**src/rtl/divmod.sv**
```systemverilog
// divmod: iterative signed divider returning the truncated quotient on out1 and the remainder on out2.
// Latency: bits+2 cycles from the in2 transfer edge to out1_stb/out2_stb (PREP + bits DIVIDE + FIX).
// Backpressure: each result is held until its own ack; no new operands are accepted until both are consumed.
module divmod #(
  parameter int bits = 16
) (
  input  logic            clk,
  input  logic            rst,
  input  logic [bits-1:0] in1,
  input  logic            in1_stb,
  output logic            in1_ack,
  input  logic [bits-1:0] in2,
  input  logic            in2_stb,
  output logic            in2_ack,
  output logic [bits-1:0] out1,
  output logic            out1_stb,
  input  logic            out1_ack,
  output logic [bits-1:0] out2,
  output logic            out2_stb,
  input  logic            out2_ack
);

  localparam int CW = (bits > 2) ? $clog2(bits) : 1;

  typedef enum logic [2:0] {
    GET_A  = 3'd0,
    GET_B  = 3'd1,
    PREP   = 3'd2,
    DIVIDE = 3'd3,
    FIX    = 3'd4,
    PUT    = 3'd5
  } state_t;

  state_t state, state_nxt;

  logic            in1_ack_nxt, in2_ack_nxt, out1_stb_nxt, out2_stb_nxt;
  logic            in1_fire, in2_fire, out1_fire, out2_fire;

  logic [bits-1:0] a_reg;      // dividend as received
  logic [bits-1:0] b_reg;      // divisor as received
  logic [bits-1:0] b_mag;      // |divisor|, unsigned
  logic [bits-1:0] dq;         // shifts out dividend bits, shifts in quotient bits
  logic [bits-1:0] rem;        // partial remainder, always < b_mag between steps
  logic            sign_q, sign_r;
  logic [CW-1:0]   cnt;

  logic [bits:0]   rem_sh, rem_sub;
  logic            q_bit;
  logic            b_zero;
  logic [bits-1:0] q_fix, r_fix;
  logic            unused_rem_msb;

  assign in1_fire  = in1_stb  & in1_ack;
  assign in2_fire  = in2_stb  & in2_ack;
  assign out1_fire = out1_stb & out1_ack;
  assign out2_fire = out2_stb & out2_ack;

  // One restoring step: bring down the next dividend bit and try to subtract |b|.
  always_comb begin
    rem_sh  = {rem, dq[bits-1]};
    rem_sub = rem_sh - {1'b0, b_mag};
    q_bit   = (rem_sh >= {1'b0, b_mag});
  end

  // After a successful subtract the difference is below |b|, so its top bit is always zero.
  assign unused_rem_msb = rem_sub[bits];

  // Sign fix-up of the unsigned result; a zero divisor forces quotient -1 and passes the dividend through.
  always_comb begin
    b_zero = (b_reg == '0);
    q_fix  = sign_q ? -dq : dq;
    r_fix  = sign_r ? -rem : rem;
    if (b_zero) begin
      q_fix = '1;
      r_fix = a_reg;
    end
  end

  // Next-state and handshake-flag logic; every flag holds its value unless a transition changes it.
  always_comb begin
    state_nxt    = state;
    in1_ack_nxt  = in1_ack;
    in2_ack_nxt  = in2_ack;
    out1_stb_nxt = out1_stb;
    out2_stb_nxt = out2_stb;
    case (state)
      GET_A: begin
        if (in1_fire) begin
          in1_ack_nxt = 1'b0;
          in2_ack_nxt = 1'b1;
          state_nxt   = GET_B;
        end
      end
      GET_B: begin
        if (in2_fire) begin
          in2_ack_nxt = 1'b0;
          state_nxt   = PREP;
        end
      end
      PREP: state_nxt = DIVIDE;
      DIVIDE: begin
        if (cnt == '0) state_nxt = FIX;
      end
      FIX: begin
        out1_stb_nxt = 1'b1;
        out2_stb_nxt = 1'b1;
        state_nxt    = PUT;
      end
      PUT: begin
        if (out1_fire) out1_stb_nxt = 1'b0;
        if (out2_fire) out2_stb_nxt = 1'b0;
        if (!out1_stb_nxt && !out2_stb_nxt) begin
          in1_ack_nxt = 1'b1;
          state_nxt   = GET_A;
        end
      end
      default: begin
        state_nxt    = GET_A;
        in1_ack_nxt  = 1'b1;
        in2_ack_nxt  = 1'b0;
        out1_stb_nxt = 1'b0;
        out2_stb_nxt = 1'b0;
      end
    endcase
  end

  // State register and registered handshake flags.
  always_ff @(posedge clk or posedge rst) begin
    if (rst) begin
      state    <= GET_A;
      in1_ack  <= 1'b1;
      in2_ack  <= 1'b0;
      out1_stb <= 1'b0;
      out2_stb <= 1'b0;
    end else begin
      state    <= state_nxt;
      in1_ack  <= in1_ack_nxt;
      in2_ack  <= in2_ack_nxt;
      out1_stb <= out1_stb_nxt;
      out2_stb <= out2_stb_nxt;
    end
  end

  // Datapath: operand capture, magnitude prep, shift-subtract loop and result registers.
  always_ff @(posedge clk or posedge rst) begin
    if (rst) begin
      a_reg  <= '0;
      b_reg  <= '0;
      b_mag  <= '0;
      dq     <= '0;
      rem    <= '0;
      sign_q <= 1'b0;
      sign_r <= 1'b0;
      cnt    <= '0;
      out1   <= '0;
      out2   <= '0;
    end else begin
      case (state)
        GET_A: if (in1_fire) a_reg <= in1;
        GET_B: if (in2_fire) b_reg <= in2;
        PREP: begin
          dq     <= a_reg[bits-1] ? -a_reg : a_reg;
          b_mag  <= b_reg[bits-1] ? -b_reg : b_reg;
          sign_q <= a_reg[bits-1] ^ b_reg[bits-1];
          sign_r <= a_reg[bits-1];
          rem    <= '0;
          cnt    <= CW'(bits - 1);
        end
        DIVIDE: begin
          rem <= q_bit ? rem_sub[bits-1:0] : rem_sh[bits-1:0];
          dq  <= {dq[bits-2:0], q_bit};
          if (cnt != '0) cnt <= cnt - CW'(1);
        end
        FIX: begin
          out1 <= q_fix;
          out2 <= r_fix;
        end
        default: ;
      endcase
    end
  end

endmodule

```
**config.mk**
```make
export PLATFORM = sky130hd
export DESIGN_NAME = divmod
export DESIGN_NICKNAME = d
export VERILOG_FILES = /design/src/rtl/divmod.sv
export SDC_FILE = /design/constraint.sdc
export NUM_CORES = 1
export LEC_CHECK = 0
export ABC_AREA = 1
export ABC_CLOCK_PERIOD_IN_PS = 5700
export BUFFER_PORTS_ARGS = -buffer_cell sky130_fd_sc_hd__buf_2
export CAP_MARGIN = 20
export CORE_UTILIZATION = 57
export CTS_CLUSTER_DIAMETER = 100
export DETAILED_ROUTE_END_ITERATION = 16
export GPL_TIMING_DRIVEN = 1
export PLACE_DENSITY = 0.77
export SLEW_MARGIN = 20
export SYNTH_ARGS = -nofsm -noshare
export SYNTH_HDL_FRONTEND = slang
export SYNTH_SLANG_ARGS = --single-unit
```
**constraint.sdc**
```tcl
create_clock -name clk -period 5.7 [get_ports clk]
set_input_delay 0.285 -clock clk [delete_from_list [all_inputs] [get_ports clk]]
set_output_delay 0.285 -clock clk [all_outputs]
set_load 0.1 [all_outputs]
```
After elaboration in Yosys (flattened, before gate mapping)
Index checks and enable logic that the tools add are counted.
Widths: inputs -> output; s select.
{ "word_totals": {"ff_bits": 125, "latch_bits": 0, "ram_bits": 0, "romBits": 0, "inputBits": 38, "n_memories": 0} }
{ "op_classes": {"n_addsub": 6, "mul": 0, "n_div": 0, "n_lt_le_gt_ge": 1, "eq_ne": 10, "shift": 0, "n_mux": 28, "bitwise_logic": 7, "reduce_logical": 17} }
{ "ops": {"columns": ["op", "n"], "rows": [
  ["$mux 16", 7],
  ["$neg 16->16", 4],
  ["$pmux 16 s2", 2],
  ["$pmux 3 s6", 1],
  ["$ge 17x16->1", 1],
  ["$logic_not 16->1", 1],
  ["$sub 16x16->16", 1],
  ["$mux 3", 4],
  ["$pmux 1 s3", 4],
  ["$reduce_or 4->1", 3],
  ["$ne 2x2->1 const B", 5],
  ["$mux 1", 8],
  ["$pmux 4 s2", 1],
  ["$eq 3x2->1 const B", 2],
  ["$eq 3x3->1 const B", 2],
  ["$reduce_and 2->1", 3],
  ["$reduce_and 3->1", 2],
  ["$and 1x1->1", 4],
  ["$logic_not 4->1", 1],
  ["$mux 4", 1],
  ["$reduce_and 4->1", 1],
  ["$reduce_bool 4->1", 1],
  ["$sub 4x1->4 const B", 1],
  ["$eq 3x1->1 const B", 1],
  ["other kinds (6)", 8]
]} }

Longest topological paths before layout
Gate-level depths: netlist of the first run.
{ "depth": {"word_depth": 7, "mapped_depth": 15, "depth_no_buf": 15} }

Worst setup path after synthesis of the first run
No wires, ideal clock.
{ "synth_timing": {"path_type": "reg2reg", "startpoint": "register out1_stb (netlist name)", "endpoint": "register a_reg[0]", "t_arrival_ps": 1751, "t_required_ps": 5581, "path_slack_ps": 3830, "path_stages_with_launch": 11, "path_buffers": 1, "period_less_slack_ps": 1870, "path_cell_list": "dfrtp_1 > inv_1 > nor2_1 > o21ai_1 > nand2_1 > inv_2 > nand2_2 > inv_2 > buf_6 > nand2_1 > o21ai_2"} }
{ "synth_lines": {"columns": ["item", "line", "rtl"], "rows": [
  ["end signal, assigned", "159", "GET_A: if (in1_fire) a_reg <= in1;"],
  ["end, declared", "39", "logic [bits-1:0] a_reg;"]
]} }

Worst setup path in the final report of the first run
{ "layout_timing": {"startpoint": "register b_reg[1]", "endpoint": "register out1[9]"} }
{ "layout_between": {"elab_chain_cells": 2} }
{ "layout_lines": {"columns": ["item", "line", "rtl"], "rows": [
  ["start, declared", "40", "logic [bits-1:0] b_reg;"],
  ["start signal, assigned", "160", "GET_B: if (in2_fire) b_reg <= in2;"],
  ["$logic_not 16->1", "70", "b_zero = (b_reg == '0);"],
  ["$mux 16", "73", "if (b_zero) begin"],
  ["end signal, assigned", "175", "out1 <= q_fix;"],
  ["end, declared", "15", "output logic [bits-1:0] out1,"]
]} }
No other way between the ends.
A chain may end at the register's enable or synchronous reset.

==> impl_metrics.ini, run 1 <==
[timing]
rsz0062_at_grt = false
fin_worst_skew_ns = 0.00904
fmax_mhz = 360
fin_tns_setup_ns = 0
min_period_over_period = 0.487
worst_slew_pin_slew_ns = 0.985
hold_viol_final = 2
setup_violations = 0
slew_violations = 0
slew_headroom = 0.342
period_minus_slack_ns = 2.78
hold_ws_ns = -0.00972

[drt]
vias = 7232
viasPerCell = 5.44
wl_per_cell_microns = 14.6
ant_nets = 0
wl_met1_microns = 9320
detail_route.wirelength_microns = 19400
met3_length_microns = 1290
drc = 0
dr.pass1.iters = 5
met2WireLength_microns = 8490
drtIter0Drc = 740
routed.top_layer = met4

[clock_tree]
cts_inserted_buffers = 17
htreeDepth = 4
cts_hold_buf = 0
clockBufferDepth = 2
clk_latency_ns = 0.43
postCtsSetupBuffers = 0
cts_resized = 0
cts.sinks = 125
root_buffer = clkbuf_16
clk_pin_slew_ns = 0.05
cts_tree = yes

[logic_synthesis]
yosysTopAreaCell = dfrtp_1
synth_top_area_frac = 0.398
synth_flop_cell = dfrtp_1
synth-edff-count = 0
synth_compound_area_frac = 0.114
avgSynthCellArea_sq_um = 7.21
yosysSeqAreaShare = 0.402
synth-xor-area-share = 0.0416
synth.area.top_cells = dfrtp_1 (40%), nand2_1 (15%), nand3_1 (6.2%)
syn_inst = 1080
yosysWarnings = 0
synthArstFlopShare = 1.00
syn_area_sq_mm = 0.00779
ys_ff_latch = 125
synthSimpleGateAreaFrac = 0.312
synth_nets = 1140
ys_types = 45
synth_fa_ha_area_frac = 0.0363
synth_top_family_by_area = simple AND/OR/NAND/NOR gates
synthMuxAreaShare = 0.00578

[floorplan]
pin_count = 74
die_w_microns = 119
initial_core_util = 0.586
die_h_microns = 119
core.rowCount = 42
dieArea_sq_mm = 0.0141
coreArea_sq_mm = 0.0133

[layout]
final_cell_mix = nand2_1 (311), dfrtp_1 (124), inv_1 (120)
diodes = 0
drive_gt1_frac = 0.141
fin_nets = 1201
mostFrequentLayoutCell = nand2_1
finalNonFillerCells = 1329
area_growth_pct = 13.6

[worst_setup_path]
r2r_end = out1[9]$_DFFE_PP0P_
timing.rr.start = b_reg[1]$_DFFE_PP0P_
end_kind = flip-flop
cp_max_fo = 23
reg2reg_depth = 10
setup.worst_path.end = out1[9]$_DFFE_PP0P_
crit_type = reg2reg
cp.arrival_ns = 3.13
rrSetupSlack_ns = 2.92
cp-start-kind = flip-flop
cp-startpoint = b_reg[1]$_DFFE_PP0P_
cp.required_ns = 6.06

[global_routing]
grt_remaining_overflow = 0
grt_pass1_wl_microns = 32700
grtUsageTotal = 0.294
grt_pass1_vias = 6574
grt_max_degree = 67
antenna_found_initial = 0

[placement]
dp_hpwl_microns = 14100
dp.cells = 1298
io_buffers = 73
routabilityCongestion = 0.925

[run]
maxCapViolCount = 0

[hold_path]
hold_class = in2async

[status]
violations = negative hold slack
outcome = complete, but fails checks
[synth_stat cells (7+ instances only)]
cell,instances
o21ai_2,17
nand3_1,96
xor2_1,31
ha_1,21
dfrtp_1,124
buf_2,9
o21ai_0,40
clkbuf_1,17
a21oi_1,50
a31oi_1,7
nand4_1,12
inv_1,121
nand3b_1,7
o21ai_1,16
inv_2,20
nand2_1,311
o211ai_1,7
nor2_1,110
[stage by stage]
stage,area [sq um],setup WS (ns),util
after floorplan,7790,2.09,-
after global placement,8230,3.05,0.619
after detailed placement,8230,3.00,0.619
after CTS,8850,2.99,0.666
after global routing,8850,2.64,0.666
final,8850,2.92,0.666
[how the worst min path moves through the flow]
stage / from / endpoint / cells past startpoint
6_report: rst / in2_ack$_DFFE_PP0P_ / 2
5_1_grt: rst / in2_ack$_DFFE_PP0P_ / 2
4_1_cts: rst / out1[7]$_DFFE_PP0P_ / 2
3_5_place_dp: rst / in2_ack$_DFFE_PP0P_ / 2
3_3_place_gp: rst / in2_ack$_DFFE_PP0P_ / 2
2_1_floorplan: in1[0] / a_reg[0]$_DFFE_PP0P_ / 2
[critical path, stage by stage, from the launching register on]
cell and delay (ns):
dfrtp_1 0.35, inv_1 0.11, ha_1 0.21, nand3_2 0.12, nor2_2 0.25, nand4_1 0.19
nor2_2 0.69, nor2_1 0.42, inv_2 0.20, nor2_1 0.07, nor2_1 0.08
[logic make-up (layout without fill, tap and decap cells)]
kind of cell	Yosys count	after routing
buffers and inverters	174	247
adder cells (fa/ha/maj)	22	22
flip-flops	125	125
AND/OR/NAND/NOR	567	567
AO/OA/AOI/OAI	151	151
multiplexers	4	4
XOR/XNOR	37	37
[per-layer routing]
| layer | GRT usage | vias up |
|---|---|---|
| met5 | 0 | - |
| met4 | 0.0870 | 0 |
| met3 | 0.0565 | 32 |
| met1 | 0.438 | 3366 |
| li1 | - | 3587 |
| met2 | 0.434 | 247 |
[area by class of cell]
class	instances	area, sq um
Inverter	142	536
Fill cell	1162	4440
Tap cell	176	220
Sequential cell	125	3130
Clock inverter	9	133
Multi-Input combinational cell	781	3970
Timing Repair Buffer	74	373
Clock buffer	22	494
Power of run 1 is left out: the tool's default activity adds up to more than one toggle a clock period on the data nets, which glitch-free logic cannot reach.
==> run 2: changes to the inputs <==
Settings changed: ABC_CLOCK_PERIOD_IN_PS 5700 to 2900.
Clock period 5.7 ns to 2.9 ns, I/O delays scaled along.
==> run 2 against run 1 <==
Compared with the run above: global-route usage up 1.2 points; cell count up 3.2%; the run now ends clean; hold slack better by 0.039 ns; sequential cell count unchanged; critical endpoint is now out1[7]$_DFFE_PP0P_; wire length up 5.4%; die area unchanged; critical path depth unchanged.
==> impl_metrics.ini, run 2 (same netlist as run 1, synthesis figures left out) <==
[status]
outcome = complete, no violations

[timing]
slew_violations = 0
worst_slew_pin_slew_ns = 0.802
fin_worst_skew_ns = 0.00677
fin_tns_setup_ns = 0
rsz0062_at_grt = false
min_period_over_period = 0.777
hold_viol_final = 0
period_minus_slack_ns = 2.25
fmax_mhz = 444
setup_violations = 0
slew_headroom = 0.463

[clock_tree]
root_buffer = clkbuf_16
cts_tree = yes
clockBufferDepth = 2
clk_pin_slew_ns = 0.06
postCtsSetupBuffers = 0
clk_latency_ns = 0.42
cts_inserted_buffers = 17
htreeDepth = 4
cts.sinks = 125

[layout]
mostFrequentLayoutCell = nand2_1
drive_gt1_frac = 0.144
diodes = 0
fin_nets = 1242
final_cell_mix = nand2_1 (311), dfrtp_1 (124), inv_1 (120)
area_growth_pct = 18.4

[global_routing]
grt_pass1_vias = 6800
antenna_found_initial = 0
grt_pass1_wl_microns = 33800
grt_max_degree = 126
grtUsageTotal = 0.306
grt_remaining_overflow = 0

[drt]
wl_per_cell_microns = 14.9
met3_length_microns = 1410
drc = 0
vias = 7318
routed.top_layer = met4
met2WireLength_microns = 9130
ant_nets = 0
viasPerCell = 5.34
wl_met1_microns = 9480
detail_route.wirelength_microns = 20500
drtIter0Drc = 695
dr.pass1.iters = 8

[run]
maxCapViolCount = 0

[worst_setup_path]
cp.arrival_ns = 2.60
cp-start-kind = flip-flop
reg2reg_depth = 10
cp.required_ns = 3.25
rrSetupSlack_ns = 0.65
cpMostUsedCell = nor2_1
end_kind = flip-flop
cp-startpoint = b_reg[0]$_DFFE_PP0P_
path_cells = inv_1, ha_1, nand3_2, nor2_2, nand4_1, nor2_2, nor2_1, inv_2, nor2_1, nor2_1
cp_max_fo = 12
cpMaxStageDelayCell = nor2_2
crit_type = reg2reg
r2r_end = out1[7]$_DFFE_PP0P_
slowest_delay_ns = 0.41
timing.rr.start = b_reg[0]$_DFFE_PP0P_

[floorplan]
initial_core_util = 0.586
die_h_microns = 119
coreArea_sq_mm = 0.0133
core.rowCount = 42
pin_count = 74
die_w_microns = 119
dieArea_sq_mm = 0.0141

[hold_path]
hold_class = in2reg
hold-path-endpoint = b_reg[14]$_DFFE_PP0P_
hold_depth = 3
hold_path_startpoint = in2[14]

[placement]
routabilityCongestion = 0.908
io_buffers = 73
dp_hpwl_microns = 14300
run 2: area by class of cell:
cell class              count  area (sq um)
clock inverters            10           111
clock buffers              22           484
inverters                 142           537
flip-flops and latches    125          3130
repair buffers            115           773
multi-input cells         781          3970
fillers                  1108          4070
well taps                 176           220
run 2: stage by stage:
| stage | setup slack, ns | std cells | cell area [sq um] | hold WS (ns) | utilization |
|---|---|---|---|---|---|
| finish | 0.645 | 1371 | 9220 | 0.0293 | 0.694 |
| global route | 0.345 | 1371 | 9220 | 0.0501 | 0.694 |
| CTS | 0.636 | 1371 | 9220 | 0.0224 | 0.694 |
| detailed placement | 0.646 | 1307 | 8310 | 0.357 | 0.625 |
| global placement | 0.706 | 1307 | 8310 | 0.350 | 0.625 |
| floorplan | 1.03 | 1080 | 7790 | 0.267 | - |
run 2: worst max path at each step:
| stage | to | cells after the start |
|---|---|---|
| 2_1_floorplan | a_reg[0]$_DFFE_PP0P_ | 10 |
| 3_3_place_gp | out1[9]$_DFFE_PP0P_ | 10 |
| 3_5_place_dp | out1[7]$_DFFE_PP0P_ | 10 |
| 4_1_cts | out1[7]$_DFFE_PP0P_ | 10 |
| 5_1_grt | out1[7]$_DFFE_PP0P_ | 10 |
| 6_report | out1[7]$_DFFE_PP0P_ | 10 |
run 2: timing repair:
action	CTS	global route
hold endpoints to repair	155	0
hold buffers	32	0
resized for setup	0	0
run 2: worst max-delay path, delay by kind of cell, from the launching register on:
kind / cells / cell delay [ns]
adders and majority gates: 1 / 0.21
buffers and inverters: 2 / 0.28
DFF: 1 / 0.35
and+or+nand+nor: 7 / 1.35
run 2: layer usage:
layer / up-vias / track usage
met5: - / 0
met4: 0 / 0.112
met3: 37 / 0.0723
met2: 239 / 0.463
met1: 3368 / 0.429
li1: 3674 / -
Power of run 2 is left out for the same reason.
==> run 3: changes to the inputs <==
Settings changed: ABC_CLOCK_PERIOD_IN_PS 2900 to 2300.
Clock period 2.9 ns to 2.3 ns, I/O delays scaled along.
==> run 3 against run 2 <==
Compared with the run above: critical path depth is the same; first-iteration DRC count up 3.6%; via count rose by 1.8%; sequential cell count is the same; wire length up 0.32%; clock-buffer cell count increased by 1; setup slack lost 0.44 ns; hold slack improved by 0.021 ns; cell area is 0.69% higher; core utilization grew 0.48 points; sequential share of layout area is 0.23 points lower; global-route usage grew 0.78 points; critical path type unchanged; critical endpoint is now rem[2]$_DFFE_PP0P_.
==> impl_metrics.ini, run 3 (same netlist as run 1, synthesis figures left out) <==
[worst_setup_path]
path_cells = ha_1, nand2_1, nor2_1, nand3_1, nand3_2, nand3_4, buf_4, nand3_1, nand3_1, nand2_1
cp.required_ns = 2.66
cp-start-kind = flip-flop
end_kind = flip-flop
crit_type = reg2reg
slowest_delay_ns = 0.45
cp.arrival_ns = 2.45
cpMaxStageDelayCell = dfrtp_1
cpMostUsedCell = nand3_1
cp_max_fo = 16

[global_routing]
grt_pass1_wl_microns = 34600
grt_remaining_overflow = 0
antenna_found_initial = 0
grt_max_degree = 126
grt_pass1_vias = 6975
grtUsageTotal = 0.314

[placement]
routabilityCongestion = 0.933
dp_hpwl_microns = 14300
io_buffers = 73

[drt]
ant_nets = 0
vias = 7447
dr.pass1.iters = 6
viasPerCell = 5.40
drc = 0
detail_route.wirelength_microns = 20500
wl_per_cell_microns = 14.9
drtIter0Drc = 720

[layout]
drive_gt1_frac = 0.150
area_growth_pct = 19.2
mostFrequentLayoutCell = nand2_1
diodes = 0
fin_nets = 1251
final_cell_mix = nand2_1 (311), dfrtp_1 (124), inv_1 (119)

[floorplan]
die_w_microns = 119
dieArea_sq_mm = 0.0141
core.rowCount = 42
pin_count = 74
coreArea_sq_mm = 0.0133
die_h_microns = 119
initial_core_util = 0.586

[hold_path]
hold_class = in2reg

[timing]
rsz0062_at_grt = false
period_minus_slack_ns = 2.09
worst_slew_pin_slew_ns = 0.768
fin_tns_setup_ns = 0
fmax_mhz = 478
hold_viol_final = 0
fin_worst_skew_ns = 0.00640
slew_violations = 0
min_period_over_period = 0.910
slew_headroom = 0.486
setup_violations = 0

[clock_tree]
clk_latency_ns = 0.42
cts.sinks = 125
clk_pin_slew_ns = 0.06
clockBufferDepth = 2
cts_inserted_buffers = 17
htreeDepth = 4
cts_tree = yes
root_buffer = clkbuf_16

[status]
outcome = complete, no violations

[run]
maxCapViolCount = 0
[run 3: cell count changes in the layout (fill, tap and decap cells not counted), sizes merged]
cell,previous run,this run
clkinvlp,1,2
bufinv,2,1
clkbuf,22,23
dlygate4sd3,32,34
buf,83,90
clkinv,8,7
[run 3: worst max-delay path: cells and delay by family, from the launching register on]
| family | cells | cell delay [ns] |
|---|---|---|
| flops | 1 | 0.45 |
| fa+ha+maj | 1 | 0.41 |
| buf+inv | 1 | 0.21 |
| simple gates | 8 | 0.95 |
[run 3: cell type report]
cell class | count | area (sq um)
Multi-Input combinational cell | 781 | 3970
Timing Repair Buffer | 124 | 846
Tap cell | 176 | 220
Sequential cell | 125 | 3130
Inverter | 142 | 537
Clock inverter | 9 | 83.8
Fill cell | 1068 | 4010
Clock buffer | 23 | 498
[run 3: timing repair]
item | in CTS | in global routing
hold buffers | 34 | 0
endpoints found under the hold margin | 157 | 0
endpoints found under the setup margin | 0 | 2
buffers inserted | 0 | 0
gates resized for setup | 0 | 2
[run 3: final timing paths]
check / startpoint / endpoint / slack, ns / depth (start not counted)
setup / recovery: rem[7]$_DFFE_PP0P_ / rem[2]$_DFFE_PP0P_ / 0.21 / 10
hold / removal: out2_ack / out2_stb$_DFFE_PP0N_ / 0.05 / 4
setup reg to reg: rem[7]$_DFFE_PP0P_ / rem[2]$_DFFE_PP0P_ / 0.21 / 10
hold reg to reg: in1_ack$_DFFE_PP1P_ / in1_ack$_DFFE_PP1P_ / 0.47 / 2
max in group asynchronous: rst / a_reg[12]$_DFFE_PP0P_ / 1.38 / 4
min in group asynchronous: rst / b_mag[3]$_DFFE_PP0P_ / 0.40 / 4
[run 3: per-stage QoR]
stage	worst slack, ns	cells	instance area (sq um)	hold slack (ns)	util
2_1_floorplan	0.430	1080	7790	0.237	-
3_5_place_dp	0.200	1314	8360	0.325	0.629
3_3_place_gp	0.285	1314	8360	0.321	0.629
5_1_grt	0.0105	1380	9290	0.0893	0.698
4_1_cts	0.180	1380	9280	0.0444	0.698
6_report	0.208	1380	9290	0.0508	0.698
[run 3: routing by layer]
layer / track usage / vias to the layer above / part of all wire
li1: - / 3698 / -
met1: 0.452 / 3421 / 0.46
met2: 0.471 / 289 / 0.44
met3: 0.0599 / 39 / 0.072
met4: 0.116 / 0 / 0.023
met5: 0 / - / 0
Power of run 3 is left out for the same reason.
